$ cat src/rtl/dclk_bus_bridge.sv
// dclk_bus_bridge: clk-domain endpoint for the divided CPU clock (dclk).
// Each slow-side request, sampled at the dclk fall, becomes a single clk-wide
// m_req pulse. The response is presented on s_done/s_err/s_rdata only while
// dclk is low and is held until the next dclk rise has been observed.
module dclk_bus_bridge #(
  parameter int unsigned ADDR_W  = 32,
  parameter int unsigned DATA_W  = 32,
  parameter int unsigned TIMEOUT = 255
) (
  input  logic              clk,
  input  logic              rst,
  input  logic              dclk,
  input  logic              s_req,
  input  logic              s_we,
  input  logic [ADDR_W-1:0] s_addr,
  input  logic [DATA_W-1:0] s_wdata,
  output logic              s_done,
  output logic              s_err,
  output logic [DATA_W-1:0] s_rdata,
  output logic              m_req,
  output logic              m_we,
  output logic [ADDR_W-1:0] m_addr,
  output logic [DATA_W-1:0] m_wdata,
  input  logic              m_ack,
  input  logic [DATA_W-1:0] m_rdata
);

  localparam int unsigned CNT_W = 8;
  localparam logic [CNT_W-1:0] CNT_LAST = CNT_W'(TIMEOUT - 1);

  typedef enum logic [2:0] {
    IDLE  = 3'd0,
    ISSUE = 3'd1,
    WAIT  = 3'd2,
    RESP  = 3'd3,
    DONE  = 3'd4
  } state_t;

  state_t           state;
  logic             dclk_q;
  logic             rise;
  logic             fall;
  logic [CNT_W-1:0] cnt;
  logic             err_pend;

  // dclk edges seen one clk late; this lag is what keeps s_done valid past the slow-side capture edge
  assign rise = dclk & ~dclk_q;
  assign fall = ~dclk & dclk_q;

  // Request/response sequencing, edge-detect history and all registered outputs
  always_ff @(posedge clk) begin
    if (rst) begin
      state    <= IDLE;
      dclk_q   <= 1'b0;
      cnt      <= '0;
      err_pend <= 1'b0;
      s_done   <= 1'b0;
      s_err    <= 1'b0;
      s_rdata  <= '0;
      m_req    <= 1'b0;
      m_we     <= 1'b0;
      m_addr   <= '0;
      m_wdata  <= '0;
    end else begin
      dclk_q <= dclk;
      m_req  <= 1'b0;
      case (state)
        // s_req is only looked at mid slow period, where it is guaranteed stable
        IDLE: begin
          if (fall && s_req && !s_done) begin
            m_we    <= s_we;
            m_addr  <= s_addr;
            m_wdata <= s_wdata;
            state   <= ISSUE;
          end
        end
        ISSUE: begin
          m_req <= 1'b1;
          cnt   <= '0;
          state <= WAIT;
        end
        // Ack is checked first so it beats a simultaneous terminal count
        WAIT: begin
          cnt <= cnt + CNT_W'(1);
          if (m_ack) begin
            s_rdata  <= m_rdata;
            err_pend <= 1'b0;
            state    <= RESP;
          end else if (cnt == CNT_LAST) begin
            s_rdata  <= '0;
            err_pend <= 1'b1;
            state    <= RESP;
          end
        end
        // Publish only while dclk is settled low so s_done never moves near a rise
        RESP: begin
          if (!dclk && !fall) begin
            s_done <= 1'b1;
            s_err  <= err_pend;
            state  <= DONE;
          end
        end
        DONE: begin
          if (rise) begin
            s_done <= 1'b0;
            s_err  <= 1'b0;
            state  <= IDLE;
          end
        end
        default: state <= IDLE;
      endcase
    end
  end

endmodule
$ cat config.mk
export PLATFORM = sky130hd
export DESIGN_NAME = dclk_bus_bridge
export DESIGN_NICKNAME = d
export VERILOG_FILES = /design/src/rtl/dclk_bus_bridge.sv
export SDC_FILE = /design/constraint.sdc
export NUM_CORES = 1
export LEC_CHECK = 0
export CAP_MARGIN = 0
export CORE_MARGIN = 5
export CORE_UTILIZATION = 35
export DETAILED_ROUTE_END_ITERATION = 12
export PLACE_DENSITY_LB_ADDON = 0.2
export RECOVER_POWER = 50
export SYNTH_ARGS = -nofsm -noshare
export SYNTH_HDL_FRONTEND = slang
export SYNTH_SLANG_ARGS = --single-unit
export TNS_END_PERCENT = 20
$ cat constraint.sdc
create_clock -name clk -period 5.7 [get_ports clk]
set_input_delay 1.71 -clock clk [delete_from_list [all_inputs] [get_ports clk]]
set_output_delay 1.71 -clock clk [all_outputs]
set_load 0.02 [all_outputs]
# Word-level counts from Yosys, hierarchy flattened
# Index checks and enable logic that the tools add are counted.
[word_totals]
register_bits = 113
in_bits = 102
out_inout_bits = 100
[classes]
add_sub_neg = 1
eq_ne = 9
muxes = 17
bitwise = 4
n_reduce_logical = 14
[ops]
columns = ["op", "n"]
rows = [
  ["$mux 32", 2],
  ["$pmux 8 s2", 1],
  ["$mux 3", 5],
  ["$pmux 3 s5", 1],
  ["$add 8x1->8 const B", 1],
  ["$eq 8x8->1 const B", 1],
  ["$eq 3x2->1 const B", 2],
  ["$mux 1", 6],
  ["$ne 2x2->1 const B", 3],
  ["$reduce_bool 2->1", 3],
  ["$pmux 1 s2", 2],
  ["$reduce_and 2->1", 2],
  ["$reduce_and 4->1", 1],
  ["$eq 3x1->1 const B", 1],
  ["$eq 3x3->1 const B", 1],
  ["$logic_and 1x1->1", 3],
  ["$logic_not 1->1", 3],
  ["$logic_not 3->1", 1],
  ["$ne 3x3->1 const B", 1],
  ["$reduce_and 3->1", 1],
  ["$and 1x1->1", 2],
  ["$not 1->1", 2],
]

# Logic depth before layout (Yosys ltp)
[logic_depth]
word_depth = 6
depth_mapped = 7

# Least setup slack after synthesis
# Ideal clock, no wire load.
[synth_path]
kind = "input port to flip-flop"
from = "input dclk"
to = "register m_addr[29]"
setup_time_ps = 132
arrival_ps = 2872
slack_ps = 2696
path_stages = 6
n_path_buf = 2
path_cell_list = "or3_1 -> or4_1 -> buf_4 -> buf_6 -> nand2_1 -> a21oi_1"
[synth_via]
elab_chain_len = 5
[synth_lines]
columns = ["item", "line", "rtl"]
rows = [
  ["from (decl)", "12", "input logic dclk,"],
  ["$not 1->1", "48", "assign fall = ~dclk & dclk_q;"],
  ["$and 1x1->1", "48", ""],
  ["$logic_and 1x1->1 (2 in a row)", "70", "if (fall && s_req && !s_done) begin"],
  ["$reduce_and 2->1 (no source line)", "n/a", ""],
  ["to (signal assigned)", "72", "m_addr <= s_addr;"],
  ["to (decl)", "22", "output logic [ADDR_W-1:0] m_addr,"],
]
# No other way between the ends.
# A chain may end at the register's enable or synchronous reset.

# Final worst setup path
[layout_path]
from = "input dclk"
to = "register m_addr[5]"
# Same word-level chain as after synthesis.

==> summary.txt <==
Status
  • Status: finished with violations
  • Violated checks: max-capacitance violations, max-slew violations

CTS
  • Maximum root-to-sink buffer count: 2
  • Clock Latency Late Sink: ~0.4 ns
  • Post CTS Setup Buffer Count: 0
  • Number of buffers created by CTS: 17
  • Count of clock tree sinks: roughly 110
  • CTS Root Buffer Type: sky130_fd_sc_hd__clkbuf_16
  • Count of cells resized by post-cts repair: 0
  • H-Tree Level Count: 4
  • Clock tree from TritonCTS: built
  • Clock transition at the registers of the reported paths: 0.05 ns
  • Quantity of hold-fixing buffers added after cts: 0

Synth
  • Part of the Yosys area used for sequential elements: about 54%
  • Number of instances in the synthesized netlist: a little over 500
  • Syn avg cell area: between 8 and 9 µm²
  • Unique cell type count in the Yosys netlist: 32
  • Synthesized Nets: just over 600
  • Total standard cell area after synthesis: about 4200 µm²
  • Flops & latches, synth: 113
  • Warnings, synthesis: 0

Drt
  • DRT iter0 DRCs: roughly 310
  • Routed wirelength normalized by instance count: 14.0 µm
  • Antenna Nets Post-Route: 0
  • DR DRC count: 0
  • Number of vias after detailed routing: 4100
  • Detailed Route WL: around 12 mm
  • TritonRoute pass-1 iters: 4
  • Number of vias per cell: between 4 and 5

Pwr
  • Leak Pwr: ~2.6 nW
  • Power, Total: 0.00211 W
  • Peak supply drop: about 160 µV
  • PD cells: 313 nW/µm²

Global route
  • Maximum number of pins on one net before global-route repair: approximately 110
  • First-pass GRT wire length: between 15 and 20 mm
  • Initial antenna violation count: 0
  • Overall Global Routing Usage: roughly 17%
  • Number of global-route vias before repair: 4052
  • Grt total ovfl: 0

Timing
  • Post-route minimum period: ~3.9 ns
  • TNS Setup: 0 ns
  • Worst-margin pin slew: 2.33 ns
  • Worst-case hold slack: approximately 0.45 ns
  • Final number of max-transition violations: between 100 and 150
  • Final number of setup-violating endpoints: 0
  • Endpoints failing hold: 0
  • F_max: about 0.25 GHz
  • Setup repair after global routing missed its margin: no
  • Share of the clock period used by the worst path: ~69%
  • Headroom to the max-slew limit: -55.1%
  • Worst Skew: 0.0100 ns

Floorplan
  • Rows: 40
  • Starting utilization of the core area: 35.2%
  • Placeable core region: ~12000 µm²
  • Vertical die dimension: approximately 120 µm
  • Full die area: 14200 µm²
  • X dimension of the die: ~120 µm
  • Num ports: around 200

Setup path
  • Kind of launch point of the worst setup path: primary input
  • Worst setup EP type: flip-flop
  • Launch point of the worst path: dclk
  • Data required time of the worst path: a little under 6 ns
  • Worst endpoint data arrival time: slightly above 4 ns
  • Setup slack of the most critical reg-to-reg path: ~3.1 ns
  • Worst reg2reg startpoint: state[2]
  • Maximum fanout encountered on the critical timing path: 65
  • Type of the worst setup path: in -> reg

Cells and area
  • Antenna diode count: 0
  • Layout overhead on the synthesized area: 61.6%
  • Total Nets Final: approximately 800
  • Layout cells sized above 1: under 10%

Hold path
  • Start point of the worst hold path: m_addr[6]
  • Path type of the worst min-delay path: reg -> reg

Place
  • Count of input and output buffers: 201
  • Final HPWL DP: about 8 mm
  • GPL Wtd Cong: slightly below 0.8

Job
  • Maxcap violations: 1
## cells in the mapped netlist
master | instances | area share (%)
sky130_fd_sc_hd__buf_2 | 5 | 0.60
sky130_fd_sc_hd__nand2_1 | 169 | 15
sky130_fd_sc_hd__clkbuf_1 | 25 | 2.2
sky130_fd_sc_hd__or3b_2 | 1 | 0.21
sky130_fd_sc_hd__nand3_1 | 3 | 0.36
sky130_fd_sc_hd__nor4bb_1 | 1 | 0.24
sky130_fd_sc_hd__or3_1 | 3 | 0.45
sky130_fd_sc_hd__nor2_1 | 12 | 1.1
sky130_fd_sc_hd__o21ai_0 | 37 | 4.4
sky130_fd_sc_hd__o21a_1 | 1 | 0.18
sky130_fd_sc_hd__dfxtp_1 | 113 | 54
sky130_fd_sc_hd__nor4_1 | 2 | 0.30
sky130_fd_sc_hd__or4_1 | 4 | 0.72
sky130_fd_sc_hd__a211oi_1 | 2 | 0.36
sky130_fd_sc_hd__and2_1 | 3 | 0.45
sky130_fd_sc_hd__nor3b_1 | 1 | 0.18
sky130_fd_sc_hd__buf_6 | 6 | 1.6
sky130_fd_sc_hd__nor3_1 | 2 | 0.24
sky130_fd_sc_hd__a31oi_1 | 1 | 0.15
sky130_fd_sc_hd__or3b_1 | 1 | 0.21
sky130_fd_sc_hd__nand4_1 | 1 | 0.15
sky130_fd_sc_hd__o21ba_2 | 1 | 0.24
sky130_fd_sc_hd__nand4b_1 | 1 | 0.21
sky130_fd_sc_hd__o311ai_0 | 3 | 0.63
sky130_fd_sc_hd__buf_4 | 6 | 1.1
sky130_fd_sc_hd__inv_1 | 1 | 0.090
sky130_fd_sc_hd__ha_1 | 2 | 0.60
sky130_fd_sc_hd__a21oi_1 | 107 | 13
sky130_fd_sc_hd__nand3b_1 | 1 | 0.18
sky130_fd_sc_hd__o211ai_1 | 1 | 0.18
sky130_fd_sc_hd__nor2b_1 | 2 | 0.30
sky130_fd_sc_hd__mux2i_1 | 1 | 0.24
## worst max-delay path, stage by stage
cell and delay [ns]:
sky130_fd_sc_hd__clkdlybuf4s50_1 0.52, sky130_fd_sc_hd__or3_1 0.41, sky130_fd_sc_hd__or4_2 1.11, sky130_fd_sc_hd__nand2_1 0.25, sky130_fd_sc_hd__a21oi_1 0.09
## final timing paths
path | to | cells after the start
max reg2reg | m_addr[5] | 4
min | m_addr[6] | 2
max | m_addr[5] | 5
min reg2reg | m_addr[6] | 2
## cell families (layout without fill, tap and decap cells)
| group | after synthesis | in the layout | share of synthesized area, % |
|---|---|---|---|
| AOI/OAI and AO/OA | 153 | 153 | 19.0 |
| adders and majority gates | 2 | 2 | 0.599 |
| buffers and inverters | 43 | 235 | 5.63 |
| DFF | 113 | 113 | 54.1 |
| muxes | 1 | 1 | 0.239 |
| and+or+nand+nor | 207 | 207 | 20.4 |
## where the power goes
group | switching (W) | internal [W]
Clock | 0.000332 | 0.000714
Combinational | 0.000117 | 0.000116
Sequential | 0.0000164 | 0.000818
## per-stage QoR
step,cell area [µm²],util [%],setup slack [ns],cells
2_1_floorplan,4180,-,2.70,519
3_3_place_gp,6170,52.0,1.51,828
3_5_place_dp,6170,52.0,1.42,828
4_1_cts,6760,57.0,1.84,858
5_1_grt,6760,57.0,1.64,858
6_report,6760,57.0,1.76,858
## placed cells by master (no fill, tap or decap), drive strengths merged, types with 2 or more instances in the layout
| cell type | n |
|---|---|
| nand2 | 169 |
| dfxtp | 113 |
| clkdlybuf4s50 | 109 |
| a21oi | 107 |
| dlygate4sd3 | 91 |
| o21ai | 37 |
| clkbuf | 25 |
| nor2 | 12 |
| or4 | 4 |
| or3 | 3 |
| nand3 | 3 |
| and2 | 3 |
| o311ai | 3 |
| bufinv | 3 |
| clkinv | 3 |
| buf | 3 |
| nor3 | 2 |
| nor2b | 2 |
| a211oi | 2 |
| ha | 2 |
| nor4 | 2 |
| or3b | 2 |
## registers in the layout, indices dropped and copies added, names as in the netlist
register / count
cnt: 8
state: 3
s_rdata: 32
s_done: 1
m_we: 1
m_addr: 32
s_err: 1
dclk_q: 1
m_wdata: 32
err_pend: 1
m_req: 1
## cell type report
| type | instances | area, µm² |
|---|---|---|
| repair buffers | 204 | 2030 |
| clock inverters | 6 | 105 |
| clock buffers | 24 | 482 |
| flip-flops and latches | 113 | 2260 |
| multi-input cells | 363 | 1690 |
| inverters | 1 | 3.75 |
| fillers | 1106 | 5100 |
| well taps | 147 | 184 |
## layer usage
layer | track usage, % | vias to the layer above | wire length (µm)
li1 | - | 2094 | -
met1 | 19.4 | 1839 | 5060
met2 | 26.6 | 151 | 5540
met3 | 7.41 | 16 | 1270
met4 | 6.15 | 0 | 178
met5 | 0 | - | 0
Note: power is estimated with default switching activity, not from simulation.
